`src/rtl/flash_audio_streamer_pkg.sv`:
```
// Shared types and widths for the flash-to-codec audio streaming path.
package flash_audio_pkg;
  localparam int SAMPLE_W = 16;
  localparam int WORD_W   = 32;

  typedef enum logic [1:0] {F_IDLE, F_REQ, F_WAIT, F_PUSH1} fetch_state_t;
  typedef enum logic [1:0] {C_IDLE, C_SEND, C_ACK} codec_state_t;
endpackage

```
`src/rtl/flash_audio_streamer_if.sv`:
```
// Flash Avalon-MM read port plus codec write handshake, grouped as one bundle.
interface flash_audio_streamer_if #(parameter int ADDR_W = 23);
  import flash_audio_pkg::*;

  logic                flash_mem_read;
  logic [ADDR_W-1:0]   flash_mem_address;
  logic                flash_mem_waitrequest;
  logic [WORD_W-1:0]   flash_mem_readdata;
  logic                flash_mem_readdatavalid;
  logic                write_ready;
  logic                write_s;
  logic [SAMPLE_W-1:0] writedata_left;
  logic [SAMPLE_W-1:0] writedata_right;

  modport master (
    output flash_mem_read, flash_mem_address,
    input  flash_mem_waitrequest, flash_mem_readdata, flash_mem_readdatavalid,
    input  write_ready,
    output write_s, writedata_left, writedata_right
  );

  modport slave (
    input  flash_mem_read, flash_mem_address,
    output flash_mem_waitrequest, flash_mem_readdata, flash_mem_readdatavalid,
    output write_ready,
    input  write_s, writedata_left, writedata_right
  );
endinterface

```
`src/rtl/flash_audio_streamer_fifo.sv`:
```
// Synchronous show-ahead FIFO; push on full and pop on empty are ignored.
module sample_fifo #(
  parameter int DEPTH = 8,
  parameter int WIDTH = 16
) (
  input  logic                   CLOCK_50,
  input  logic                   reset,
  input  logic                   push,
  input  logic                   pop,
  input  logic [WIDTH-1:0]       din,
  output logic [WIDTH-1:0]       dout,
  output logic [$clog2(DEPTH):0] count,
  output logic                   full,
  output logic                   empty
);
  localparam int AW = $clog2(DEPTH);

  logic [WIDTH-1:0] mem_q [DEPTH];
  logic [AW-1:0]    wr_q, rd_q;
  logic [AW:0]      cnt_q;
  logic             push_ok, pop_ok;

  assign full    = (cnt_q == (AW+1)'(DEPTH));
  assign empty   = (cnt_q == '0);
  assign push_ok = push && !full;
  assign pop_ok  = pop && !empty;
  assign dout    = mem_q[rd_q];
  assign count   = cnt_q;

  always_ff @(posedge CLOCK_50) begin
    if (push_ok) mem_q[wr_q] <= din;
  end

  // Pointers are exactly AW bits, so they wrap modulo DEPTH for free.
  always_ff @(posedge CLOCK_50) begin
    if (reset) begin
      wr_q  <= '0;
      rd_q  <= '0;
      cnt_q <= '0;
    end else begin
      if (push_ok) wr_q <= wr_q + 1'b1;
      if (pop_ok)  rd_q <= rd_q + 1'b1;
      cnt_q <= cnt_q + (AW+1)'(push_ok) - (AW+1)'(pop_ok);
    end
  end
endmodule

```
`src/rtl/flash_audio_streamer.sv`:
```
// Prefetches 32-bit flash words over a wrapping address window, splits them into
// two attenuated mono samples and feeds the codec through a small sample FIFO.
module flash_audio_streamer
  import flash_audio_pkg::*;
#(
  parameter int FIFO_DEPTH = 8,
  parameter int ADDR_W     = 23,
  parameter int SHIFT      = 6
) (
  input  logic                 CLOCK_50,
  input  logic                 reset,
  input  logic                 play,
  input  logic [ADDR_W-1:0]    start_addr,
  input  logic [ADDR_W-1:0]    end_addr,
  flash_audio_streamer_if.master bus,
  output logic                 wrap,
  output logic                 underrun,
  output logic                 cfg_err
);
  localparam int CNT_W = $clog2(FIFO_DEPTH) + 1;

  fetch_state_t        fstate_q, fstate_d;
  codec_state_t        cstate_q, cstate_d;
  logic                play_q;
  logic                cfg_err_q, cfg_err_d;
  logic [ADDR_W-1:0]   addr_q, addr_d, start_q, start_d, end_q, end_d;
  logic [SAMPLE_W-1:0] hi_q, hi_d, data_q, data_d;
  logic                write_s_q, write_s_d;

  logic                push, pop, fifo_full, fifo_empty, free_ok;
  logic [SAMPLE_W-1:0] push_dat, fifo_dout;
  logic [CNT_W-1:0]    fifo_count;

  sample_fifo #(.DEPTH(FIFO_DEPTH), .WIDTH(SAMPLE_W)) u_fifo (
    .CLOCK_50 (CLOCK_50),
    .reset    (reset),
    .push     (push),
    .pop      (pop),
    .din      (push_dat),
    .dout     (fifo_dout),
    .count    (fifo_count),
    .full     (fifo_full),
    .empty    (fifo_empty)
  );

  // A word always lands as two pushes, so only start a fetch with two free slots.
  assign free_ok   = !fifo_full && (fifo_count <= CNT_W'(FIFO_DEPTH - 2));
  assign cfg_err_d = play && (end_addr < start_addr);

  always_comb begin
    fstate_d = fstate_q;
    addr_d   = addr_q;
    start_d  = start_q;
    end_d    = end_q;
    hi_d     = hi_q;
    push     = 1'b0;
    push_dat = hi_q;
    wrap     = 1'b0;
    case (fstate_q)
      F_IDLE: begin
        if (play && !play_q && !cfg_err_d) begin
          start_d = start_addr;
          end_d   = end_addr;
          addr_d  = start_addr;
        end
        if (play && !cfg_err_q && !cfg_err_d && free_ok) fstate_d = F_REQ;
      end
      F_REQ: if (!bus.flash_mem_waitrequest) fstate_d = F_WAIT;
      F_WAIT: begin
        if (bus.flash_mem_readdatavalid) begin
          hi_d     = bus.flash_mem_readdata[WORD_W-1:SAMPLE_W];
          push     = 1'b1;
          push_dat = bus.flash_mem_readdata[SAMPLE_W-1:0];
          fstate_d = F_PUSH1;
        end
      end
      F_PUSH1: begin
        push     = 1'b1;
        push_dat = hi_q;
        wrap     = (addr_q == end_q);
        addr_d   = (addr_q == end_q) ? start_q : addr_q + 1'b1;
        fstate_d = F_IDLE;
      end
      default: fstate_d = F_IDLE;
    endcase
  end

  always_comb begin
    cstate_d  = cstate_q;
    data_d    = data_q;
    write_s_d = write_s_q;
    pop       = 1'b0;
    underrun  = 1'b0;
    case (cstate_q)
      C_IDLE: begin
        write_s_d = 1'b0;
        if (bus.write_ready && !fifo_empty) begin
          pop      = 1'b1;
          data_d   = $signed(fifo_dout) >>> SHIFT;
          cstate_d = C_SEND;
        end else if (bus.write_ready && play) begin
          underrun = 1'b1;
        end
      end
      C_SEND: begin
        write_s_d = 1'b1;
        cstate_d  = C_ACK;
      end
      C_ACK: begin
        if (!bus.write_ready) begin
          write_s_d = 1'b0;
          cstate_d  = C_IDLE;
        end
      end
      default: cstate_d = C_IDLE;
    endcase
  end

  always_ff @(posedge CLOCK_50) begin
    if (reset) begin
      fstate_q  <= F_IDLE;
      cstate_q  <= C_IDLE;
      play_q    <= 1'b0;
      cfg_err_q <= 1'b0;
      addr_q    <= '0;
      start_q   <= '0;
      end_q     <= '0;
      hi_q      <= '0;
      data_q    <= '0;
      write_s_q <= 1'b0;
    end else begin
      fstate_q  <= fstate_d;
      cstate_q  <= cstate_d;
      play_q    <= play;
      cfg_err_q <= cfg_err_d;
      addr_q    <= addr_d;
      start_q   <= start_d;
      end_q     <= end_d;
      hi_q      <= hi_d;
      data_q    <= data_d;
      write_s_q <= write_s_d;
    end
  end

  assign bus.flash_mem_read    = (fstate_q == F_REQ);
  assign bus.flash_mem_address = addr_q;
  assign bus.write_s           = write_s_q;
  assign bus.writedata_left    = data_q;
  assign bus.writedata_right   = data_q;
  assign cfg_err               = cfg_err_q;
endmodule

```
`src/flat_wrapper.sv`:
```
// flat-port wrapper written by rule: the top's interface ports become plain ports
module flash_audio_streamer_flat import flash_audio_pkg::*;
#(
  parameter int FIFO_DEPTH = 8,
  parameter int ADDR_W     = 23,
  parameter int SHIFT      = 6
)
  (CLOCK_50, reset, play, start_addr, end_addr, wrap, underrun, cfg_err, bus_flash_mem_read, bus_flash_mem_address, bus_flash_mem_waitrequest, bus_flash_mem_readdata, bus_flash_mem_readdatavalid, bus_write_ready, bus_write_s, bus_writedata_left, bus_writedata_right);
  flash_audio_streamer_if #(.ADDR_W(ADDR_W)) bus_i ();
  input  logic CLOCK_50;
  input  logic reset;
  input  logic play;
  input  logic [ADDR_W-1:0] start_addr;
  input  logic [ADDR_W-1:0] end_addr;
  output logic wrap;
  output logic underrun;
  output logic cfg_err;
  output wire logic [$bits(bus_i.flash_mem_read)-1:0] bus_flash_mem_read;
  output wire logic [$bits(bus_i.flash_mem_address)-1:0] bus_flash_mem_address;
  input wire logic [$bits(bus_i.flash_mem_waitrequest)-1:0] bus_flash_mem_waitrequest;
  input wire logic [$bits(bus_i.flash_mem_readdata)-1:0] bus_flash_mem_readdata;
  input wire logic [$bits(bus_i.flash_mem_readdatavalid)-1:0] bus_flash_mem_readdatavalid;
  input wire logic [$bits(bus_i.write_ready)-1:0] bus_write_ready;
  output wire logic [$bits(bus_i.write_s)-1:0] bus_write_s;
  output wire logic [$bits(bus_i.writedata_left)-1:0] bus_writedata_left;
  output wire logic [$bits(bus_i.writedata_right)-1:0] bus_writedata_right;
  assign bus_flash_mem_read = bus_i.flash_mem_read;
  assign bus_flash_mem_address = bus_i.flash_mem_address;
  assign bus_i.flash_mem_waitrequest = bus_flash_mem_waitrequest;
  assign bus_i.flash_mem_readdata = bus_flash_mem_readdata;
  assign bus_i.flash_mem_readdatavalid = bus_flash_mem_readdatavalid;
  assign bus_i.write_ready = bus_write_ready;
  assign bus_write_s = bus_i.write_s;
  assign bus_writedata_left = bus_i.writedata_left;
  assign bus_writedata_right = bus_i.writedata_right;
  flash_audio_streamer #(.FIFO_DEPTH(FIFO_DEPTH), .ADDR_W(ADDR_W), .SHIFT(SHIFT)) u_core (.CLOCK_50(CLOCK_50), .reset(reset), .play(play), .start_addr(start_addr), .end_addr(end_addr), .bus(bus_i), .wrap(wrap), .underrun(underrun), .cfg_err(cfg_err));
endmodule
```
`config.mk`:
```
export PLATFORM = sky130hd
export DESIGN_NAME = flash_audio_streamer_flat
export DESIGN_NICKNAME = d
export VERILOG_FILES = /design/src/rtl/flash_audio_streamer_pkg.sv /design/src/rtl/flash_audio_streamer_if.sv /design/src/rtl/flash_audio_streamer_fifo.sv /design/src/rtl/flash_audio_streamer.sv /design/src/flat_wrapper.sv
export SDC_FILE = /design/constraint.sdc
export NUM_CORES = 1
export LEC_CHECK = 0
export ABC_AREA = 1
export CAP_MARGIN = 30
export CORE_MARGIN = 2
export CORE_UTILIZATION = 45
export CTS_CLUSTER_SIZE = 20
export DETAILED_ROUTE_END_ITERATION = 16
export PLACE_DENSITY = 0.68
export SYNTH_ARGS = -nofsm -noshare
export SYNTH_HDL_FRONTEND = slang
export SYNTH_SLANG_ARGS = --single-unit
```
`constraint.sdc`:
```
create_clock -name CLOCK_50 -period 4.8 [get_ports CLOCK_50]
set_input_delay 0.96 -clock CLOCK_50 [delete_from_list [all_inputs] [get_ports CLOCK_50]]
set_output_delay 0.96 -clock CLOCK_50 [all_outputs]
set_load 0.005 [all_outputs]
```
* Word level (Yosys, flattened, before mapping) *
Memory sizes are Yosys's and may differ from the RTL's. A register that Yosys moved wholly into a read port is not among the register bits.
Index checks and enable logic that the tools add are counted.

cells by class
  add/sub/neg operators = 5
  reductions and logical operators = 28
  multiplexer cells = 24
  $lt $le $gt $ge = 2
  eq/ne operators = 13

operators with widths
  kind                   number
  $mux 23                2
  $pmux 23 s2            1
  $mux 16                2
  $add 23x1->23 const B  1
  $eq 23x23->1           1
  $lt 23x23->1           1
  $reduce_and 2->1       6
  $logic_and 1x1->1      11
  $mux 1                 10
  $mux 2                 5
  $pmux 2 s4             1
  $add 3x1->3 const B    2
  $eq 2x2->1 const B     3
  $ne 2x1->1 const B     3
  $ne 2x2->1 const B     3
  $pmux 2 s3             1
  $logic_not 1->1        5
  $add 4x1->4            1
  $eq 2x1->1 const B     2
  $eq 4x4->1 const B     1
  $le 4x3->1 const B     1
  $logic_not 2->1        2
  $logic_not 4->1        1
  $sub 4x1->4            1
  5 further kinds        5

storage, ports and cells
  output and inout port bits = 60
  word-level logic and storage cells = 85
  memories kept = 1
  memory bits (writable) = 128
  bits in registers = 102

memory list
  memory               depth  width  read ports  clocked after Yosys merged registers in  write ports  RTL line                         source
  u_core.u_fifo.mem_q  8      16     1           1                                        1            flash_audio_streamer_fifo.sv:18  logic [WIDTH-1:0] mem_q [DEPTH];

* Logic depth before layout (Yosys ltp) *
Gate-level depths: netlist of the first run.

  depth in word-level cells = 7
  depth in mapped cells = 17
  gate-level depth less buffers = 16

* Cells and area by module *
From an unflattened synthesis of the first run, not the netlist that was laid out.

unflattened totals
  cell total of the unflattened synthesis = 1627
  area total of the unflattened synthesis = 12520.8 um^2

modules (own cells, without submodules)
  module                area each (um^2)  sequential area each (um^2)  cells an instance  times used
  sample_fifo           6317.3            4103.9                       655                1
  flash_audio_streamer  6203.4            2042.0                       972                1

* Worst setup path before layout of the first run *
OpenSTA, ideal clock, no wires.

  path type = input-to-reg
  from = input port bus_write_ready
  to = register u_core.u_fifo.cnt_q[2], in the netlist u_core.u_fifo.count[2]
  setup slack = 2.285 ns
  arrival time = 2.388 ns
  stages = 10
  required time = 4.672 ns
  cells stage by stage = nand2_1 > nor2_1 > buf_2 > ha_1 > inv_1 > ha_1 > inv_1 > fa_1 > xor2_1 > nor2_1

on the way
  cells in the longest elaborated chain, start to end = 5

ends and longest elaborated chain
  what                      RTL line                         source
  start: declaration        flat_wrapper.sv:23               input wire logic [$bits(bus_i.write_ready)-1:0] bus_write_ready;
  $logic_and 1x1->1         flash_audio_streamer.sv:97       if (bus.write_ready && !fifo_empty) begin
  $mux 1                    flash_audio_streamer.sv:97
  $mux 1                    flash_audio_streamer.sv:94       case (cstate_q)
  $logic_and 1x1->1         flash_audio_streamer_fifo.sv:26  assign pop_ok = pop && !empty;
  net u_core.u_fifo.pop_ok  flash_audio_streamer_fifo.sv:21  logic push_ok, pop_ok;
  $sub 4x1->4               flash_audio_streamer_fifo.sv:43  cnt_q <= cnt_q + (AW+1)'(push_ok) - (AW+1)'(pop_ok);
  end signal: assignment    flash_audio_streamer_fifo.sv:43
  end: declaration          flash_audio_streamer_fifo.sv:20  logic [AW:0] cnt_q;

The timed path passes the listed nets, and every way through them passes these cells.
A chain may end at the register's enable or synchronous reset.

* Final worst setup path of the first run *
  from = register u_core.addr_q[7], in the netlist u_core.bus.flash_mem_address[7]
  to = output port wrap

on the way
  cells in the longest elaborated chain, start to end = 2

ends and longest elaborated chain
  what                      RTL line                     source
  start: declaration        flash_audio_streamer.sv:26   logic [ADDR_W-1:0] addr_q, addr_d, start_q, start_d, end_q, end_d;
  start signal: assignment  flash_audio_streamer.sv:136  addr_q <= addr_d;
  $eq 23x23->1              flash_audio_streamer.sv:80   wrap = (addr_q == end_q);
  $mux 1                    flash_audio_streamer.sv:59   case (fstate_q)
  end: declaration          flat_wrapper.sv:15           output logic wrap;

No other way between the ends.

==> impl_results.md, run 1 <==
- Post-CTS setup buffers: 0
- Worst hold-check slack: 0.454 ns
- Synth Cell Area: 9480 um2
- Clock skew: 0.0141 ns
- Yosys cell types: 39
- CP bufs+invs: 2
- WP data required: between 3 and 4 ns
- R2r startpoint: u_core.fstate_q[0]
- EDFF count, synth: 80
- Grt ovf: 0
- Most common cell on crit path: nand2_1
- Crit end category: primary output
- Clock Tree Buf Depth: 2
- PwrDens: ~470 nW/um2
- Initial Utilization: 0.455
- Hold Crit Depth: 2
- Clock latency on the worst-skew pair: 0.45 ns
- Diodes inserted: 0
- Total Wirelength: 24700 um
- Clock-pin slew on the worst setup and hold paths: 0.08 ns
- Async set-reset flop share out of synthesis: 0
- Gpl congestion: 0.887
- Reg2reg end: u_core.u_fifo.count[3]
- Outcome: complete, no violations
- Post_cts resized: 0
- Pre-antenna DRT Iters: 5
- Max_slew headroom: 0.442
- Final hold vios: 0
- Final ANT Viol Nets: 0
- Critical path type: reg -> out
- Register area: around 4500 um2
- DRC Markers: 0
- Sequential share of the synthesized area: 0.477
- Starting DRT DRC Count: 691
- Area of the multi-input gates: 4030 um2
- Post-synth top flop: dfxtp_1
- # setup viols final: 0
- Max Slew Vio Count: 0
- Via density: ~5.2
- Number of global-route vias before repair: ~7600
- Share of cells above drive strength 1: 0.0515
- Initial antenna violation count: 0
- Die X: 149 um
- Max incr delay on CP: between 0.5 and 0.6 ns
- Type of origin of the critical path: flip-flop
- Root Driver: clkbuf_16
- Unrepaired setup endpoints after global routing: false
- # rows: 53
- FILL cells: 1933
- First-pass GRT wire length: 39400 um
- CTS Buf Count: 17
- Worst R2R Setup Slack: approximately 1.5 ns
- Die area: 22300 um2
- DPL Wire Length: 17000 um
- Synthesized area per cell: 7.92 um2
- Clk sink count: 186
- Reg2Reg Depth: 13
- Area Overhead vs Synth: 20.9%
- Critical path, cell by cell: inv_1 > nand2_1 > nand2_1 > nor2_1 > nand2_1 > nor2_4 > nand3_4 > nor2_4 > clkdlybuf4s50_1
- GRT Overall Usage: 0.229
- Core area: about 21000 um2
- IO buf count: approximately 130
- Via count: 8250
- Clock period minus worst slack: approximately 3.8 ns
- Core Util, Final: 0.550
- Worst Hold Launch: u_core.start_q[1]
- Ys Warns: 0
- CP max-delay cell: clkdlybuf4s50_1
- Cells after Synth: 1198
- Largest area contributor in the netlist: edfxtp_1
- Max VDD drop: 0.311 mV
- Cts-stage hold buffer count: 0
- Largest net degree at the start of global routing: 50
- Die H: 149 um
- Setup Total Neg Slack: 0 ns
- Leak: 4.71 nW
- Yosys reg bits: 186
- Crit path max fanout: 24
- Share of Yosys cell area claimed by the top area cell type: 0.253
- Worst hold path class: reg -> reg
- I/O pins: 144
- Fmax: 260 MHz
- Worst slew pin tran: 0.835 ns
- DR WL/cell: 15.7 um
- H-tree levels: 4
- Max-cap violation count: 0
- Mapped Nets: 1320
- CTS tree: yes
- Largest delay share family, worst path: simple AND/OR/NAND/NOR gates
- Synth top area cells: edfxtp_1 (25%), dfxtp_1 (22%), nand2_1 (11%)
- Hold Crit Endpoint: u_core.start_q[1]
- Critical Path AT: 2.88 ns
- Period Utilization, post-route: 0.800
- Fin nets: about 1400
-- Yosys cell counts (2+ instances only) --
library cell	n
inv_2	4
o211ai_1	10
a21oi_1	81
nand4_1	8
a21o_1	2
dfxtp_1	106
nor3_1	5
o221ai_1	10
nor2_2	3
nand3b_1	4
clkbuf_2	3
nand2_1	274
xor2_1	18
nor2_4	3
inv_1	128
clkbuf_1	30
nand3_1	77
o22ai_1	10
nor2_1	132
o21ai_0	105
nand2_2	2
ha_1	37
xnor2_1	6
buf_4	23
a211oi_1	2
buf_1	5
buf_6	2
buf_2	18
edfxtp_1	80
-- layout by cell type (no fill, tap or decap), types with 17 or more instances in the layout --
master	netlist	routed
a21oi_1	81	81
buf_4	23	19
clkbuf_16	0	17
clkdlybuf4s50_1	0	131
dfxtp_1	106	106
edfxtp_1	80	80
ha_1	37	37
inv_1	128	127
nand2_1	274	274
nand3_1	77	77
nor2_1	132	132
o21ai_0	105	105
xor2_1	18	18
-- cell type report --
class,instances,share of cell area
sequential,186,0.395
timing repair buffer,151,0.129
clock buffer,17,0.0371
tap,275,0.0300
clock inverter,15,0.0145
multi-input combinational,799,0.352
inverter,132,0.0432
-- stage by stage --
step | area (um2) | worst slack [ns] | total power, mW | cells
floorplan | 9480 | 2.28 | 3.33 | 1198
global placement | 10900 | 0.895 | 3.93 | 1542
detailed placement | 10900 | 0.880 | 3.97 | 1543
CTS | 11500 | 0.935 | 5.38 | 1575
global route | 11500 | 0.799 | 5.71 | 1575
finish | 11500 | 0.961 | 5.35 | 1575
-- worst max path at each step --
| stage | cells past startpoint | start | end |
|---|---|---|---|
| after floorplan | 10 | bus_write_ready | u_core.u_fifo.count[2] |
| after global placement | 8 | bus_flash_mem_readdatavalid | u_core.u_fifo.mem_q[0][14] |
| after detailed placement | 8 | bus_flash_mem_readdatavalid | u_core.u_fifo.mem_q[0][14] |
| after CTS | 9 | u_core.bus.flash_mem_address[13] | wrap |
| after global routing | 9 | u_core.bus.flash_mem_address[13] | wrap |
| final | 9 | u_core.bus.flash_mem_address[7] | wrap |
-- sequential cells by signal (all words and copies together), names as in the netlist, 4 cells and up --
name,flops
u_core.bus.flash_mem_address,23
u_core.bus.writedata_left,10
u_core.end_q,23
u_core.hi_q,10
u_core.start_q,23
u_core.u_fifo.count,4
u_core.u_fifo.mem_q,80
-- power breakdown --
group	internal, mW	total (mW)	switching, mW	leakage, nW
Combinational	0.742	1.82	1.08	2.82
Sequential	1.91	2.13	0.219	1.61
Clock	0.702	1.40	0.698	0.289
-- worst reg2reg max path, stage by stage (launching register included) --
cell and delay (ns):
dfxtp_1 0.39, inv_1 0.10, ha_1 0.24, nand2_1 0.39, inv_1 0.44, o21ai_1 0.46, ha_1 0.27, inv_1 0.06
ha_1 0.26, nand2_1 0.07, nor2_1 0.04, a211oi_1 0.23, o21ai_0 0.12, a21oi_1 0.14
-- routing by layer --
layer	global-route usage	wire, um	vias to the layer above
met5	0	0	-
li1	-	-	4084
met2	0.350	11100	277
met1	0.324	11300	3853
met4	0.0705	402	0
met3	0.0498	1870	36
-- logic make-up after synthesis --
family	synth area share
DFF	0.477
adders and majority gates	0.0509
buffers and inverters	0.0978
xor gates and xnor gates	0.0222
AOI/OAI and AO/OA	0.127
and+or+nand+nor	0.225
Power figures use the tool's default switching activity.
==> inputs of run 2 (changes only) <==
==> constraint.sdc (replaced) <==
create_clock -name CLOCK_50 -period 3.7 [get_ports CLOCK_50]
set_input_delay 0.74 -clock CLOCK_50 [delete_from_list [all_inputs] [get_ports CLOCK_50]]
set_output_delay 0.74 -clock CLOCK_50 [all_outputs]
set_load 0.005 [all_outputs]
==> impl_results.md, run 2 (synthesis gave the netlist of run 1 again) <==
- Crit end category: primary output
- Met3 routed WL: 1980 um (+5.6%)
- Sequential power share: 0.386 (-0.012)
- Commonest non-fill, non-tap cell in the layout: nand2_1
- Critical path, cell by cell: inv_1 > nand2_1 > nand2_1 > nor2_1 > nand2_1 > nor2_2 > nand3_4 > nor2_4 > clkdlybuf4s50_1
- Clock Tree Buf Depth: 2 (unchanged)
- CP bufs+invs: 2 (unchanged)
- Number of global-route vias before repair: 7638 (+0.12%)
- Die area: 22300 um2 (unchanged)
- Area Overhead vs Synth: 22.1%
- Max incr delay on CP: 0.58 ns (+0.07 ns)
- Clock period minus worst slack: 3.12 ns
- Type of origin of the critical path: flip-flop
- Placed cell areas: 11000 um2 (+0.78%)
- Worst slew pin tran: 0.896 ns (+0.0606 ns)
- Psw: 2.63 mW (+32%)
- PwrDens: 614 nW/um2 (+32%)
- CTS Buf Count: 17 (unchanged)
- IO buf count: 131 (unchanged)
- Root Driver: clkbuf_16
- Max FFs per register: 80 (unchanged)
- Met2 WL: 11300 um (+1.6%)
- Total power: 7.11 mW (+33%)
- Max Slew Vio Count: 0 (unchanged)
- DRC Markers: 0 (unchanged)
- Clock skew: 0.0103 ns (-0.00378 ns)
- Clock Power Share: 0.267 (+0.005)
- CTS tree: yes
- Worst hold path class: reg -> reg
- Grt ovf: 0 (unchanged)
- Clock latency on the worst-skew pair: 0.44 ns (about the same)
- Total Wirelength: 24800 um (+0.19%)
- Critical Path AT: 2.38 ns (-0.50 ns)
- Commonest cells after routing, fill and taps aside: nand2_1 (274), nor2_1 (132), clkdlybuf4s50_1 (131)
- Final hold vios: 0 (unchanged)
- Clk sink count: 186 (unchanged)
- Setup Total Neg Slack: 0 ns (unchanged)
- Initial Utilization: 0.455 (unchanged)
- # setup viols final: 0 (unchanged)
- Most common cell on crit path: nand2_1
- Clock-pin slew on the worst setup and hold paths: 0.08 ns (about the same)
- Largest net degree at the start of global routing: 45 (-10%)
- I/O pins: 144 (unchanged)
- Leak: 4.77 nW (+1.2%)
- Biggest register: u_core.u_fifo.mem_q
- First-pass GRT wire length: 39400 um (+0.16%)
- Pre-antenna DRT Iters: 6 (+1)
- Core area: 20800 um2 (unchanged)
- Max VDD drop: 0.369 mV (+19%)
- Post-CTS setup buffers: 0 (unchanged)
- DR WL/cell: 15.7 um (-0.25%)
- # rows: 53 (unchanged)
- Initial antenna violation count: 0 (unchanged)
- Via density: 5.23 (about the same)
- H-tree levels: 4 (unchanged)
- Gpl congestion: 0.867 (-2.3%)
- Unrepaired setup endpoints after global routing: false
- Die H: 149 um (unchanged)
- DPL Wire Length: 17300 um (+1.5%)
- Period Utilization, post-route: 0.844
- Die X: 149 um (unchanged)
- GRT Overall Usage: 0.229 (about the same)
- Met1 Wirelength: 11100 um (-2.4%)
- Int Power: 4.48 mW (+34%)
- Critical path type: reg -> out
- Outcome: complete, no violations
- Final Instance Area: 11600 um2 (+1.0%)
- Via count: 8281 (+0.38%)
- Switching fraction of total power: 0.370 (-0.00311)
- Final ANT Viol Nets: 0 (unchanged)
- Post_cts resized: 0 (unchanged)
- Starting DRT DRC Count: 649 (-6.1%)
- Largest delay share family, worst path: simple AND/OR/NAND/NOR gates
- Logic pwr share: 0.348 (+0.008)
- WP data required: 2.96 ns (-0.88 ns)
- Share of cells above drive strength 1: 0.0574 (+0.00584)
- Max_slew headroom: 0.402 (-0.0404)
- CP max-delay cell: dfxtp_1
- Fmax: 320 MHz
- Top sig layer: met4
- Cts-stage hold buffer count: 0 (unchanged)
- Max-cap violation count: 0 (unchanged)
- Crit path max fanout: 8 (-67%)
- Diodes inserted: 0 (unchanged)
- Fin nets: 1416 (+0.50%)
-- run 2: path summary, 6_finish.rpt --
path,cells past startpoint,start,slack (ns),end
setup / recovery,9,u_core.bus.flash_mem_address[16],0.58,wrap
hold / removal,2,u_core.start_q[1],0.46,u_core.start_q[1]
setup reg to reg,13,u_core.fstate_q[0],1.17,u_core.u_fifo.count[3]
hold reg to reg,2,u_core.start_q[1],0.46,u_core.start_q[1]
-- run 2: power by group through the flow --
stage	Combinational (mW)	Clock, mW	Sequential [mW]
after global placement	2.38	0	2.78
after floorplan	1.62	0	2.70
after CTS	2.47	1.93	2.74
after detailed placement	2.45	0	2.79
final	2.47	1.89	2.74
after global routing	2.78	2.00	2.78
-- run 2: layer usage --
layer | GRT usage | vias up
li1 | - | 4105
met1 | 0.319 | 3809
met2 | 0.364 | 336
met3 | 0.0373 | 31
met4 | 0.0733 | 0
met5 | 0 | -
-- run 2: layout make-up --
type                            count  area (um2)
Multi-Input combinational cell    799        4030
Tap cell                          275         344
Fill cell                        1934        9240
Inverter                          132         495
Clock inverter                     15         199
Sequential cell                   186        4520
Timing Repair Buffer              158        1560
Clock buffer                       17         425
-- run 2: worst register-to-register path, cell delays in order, from the launching register on --
cell and delay, ns:
dfxtp_1 0.39, inv_1 0.10, ha_1 0.24, nand2_1 0.12
inv_1 0.09, o21ai_1 0.34, ha_1 0.28, inv_1 0.06
ha_1 0.26, nand2_1 0.07, nor2_1 0.04, a211oi_1 0.26
o21ai_0 0.12, a21oi_1 0.12
-- run 2: through the flow --
stage,util,hold WS [ns],instances,setup WS [ns]
finish,0.556,0.457,1582,0.578
global route,0.556,0.477,1582,0.409
CTS,0.556,0.458,1582,0.577
detailed placement,0.526,0.446,1550,0.331
global placement,0.525,0.439,1549,0.388
floorplan,-,0.430,1198,1.40
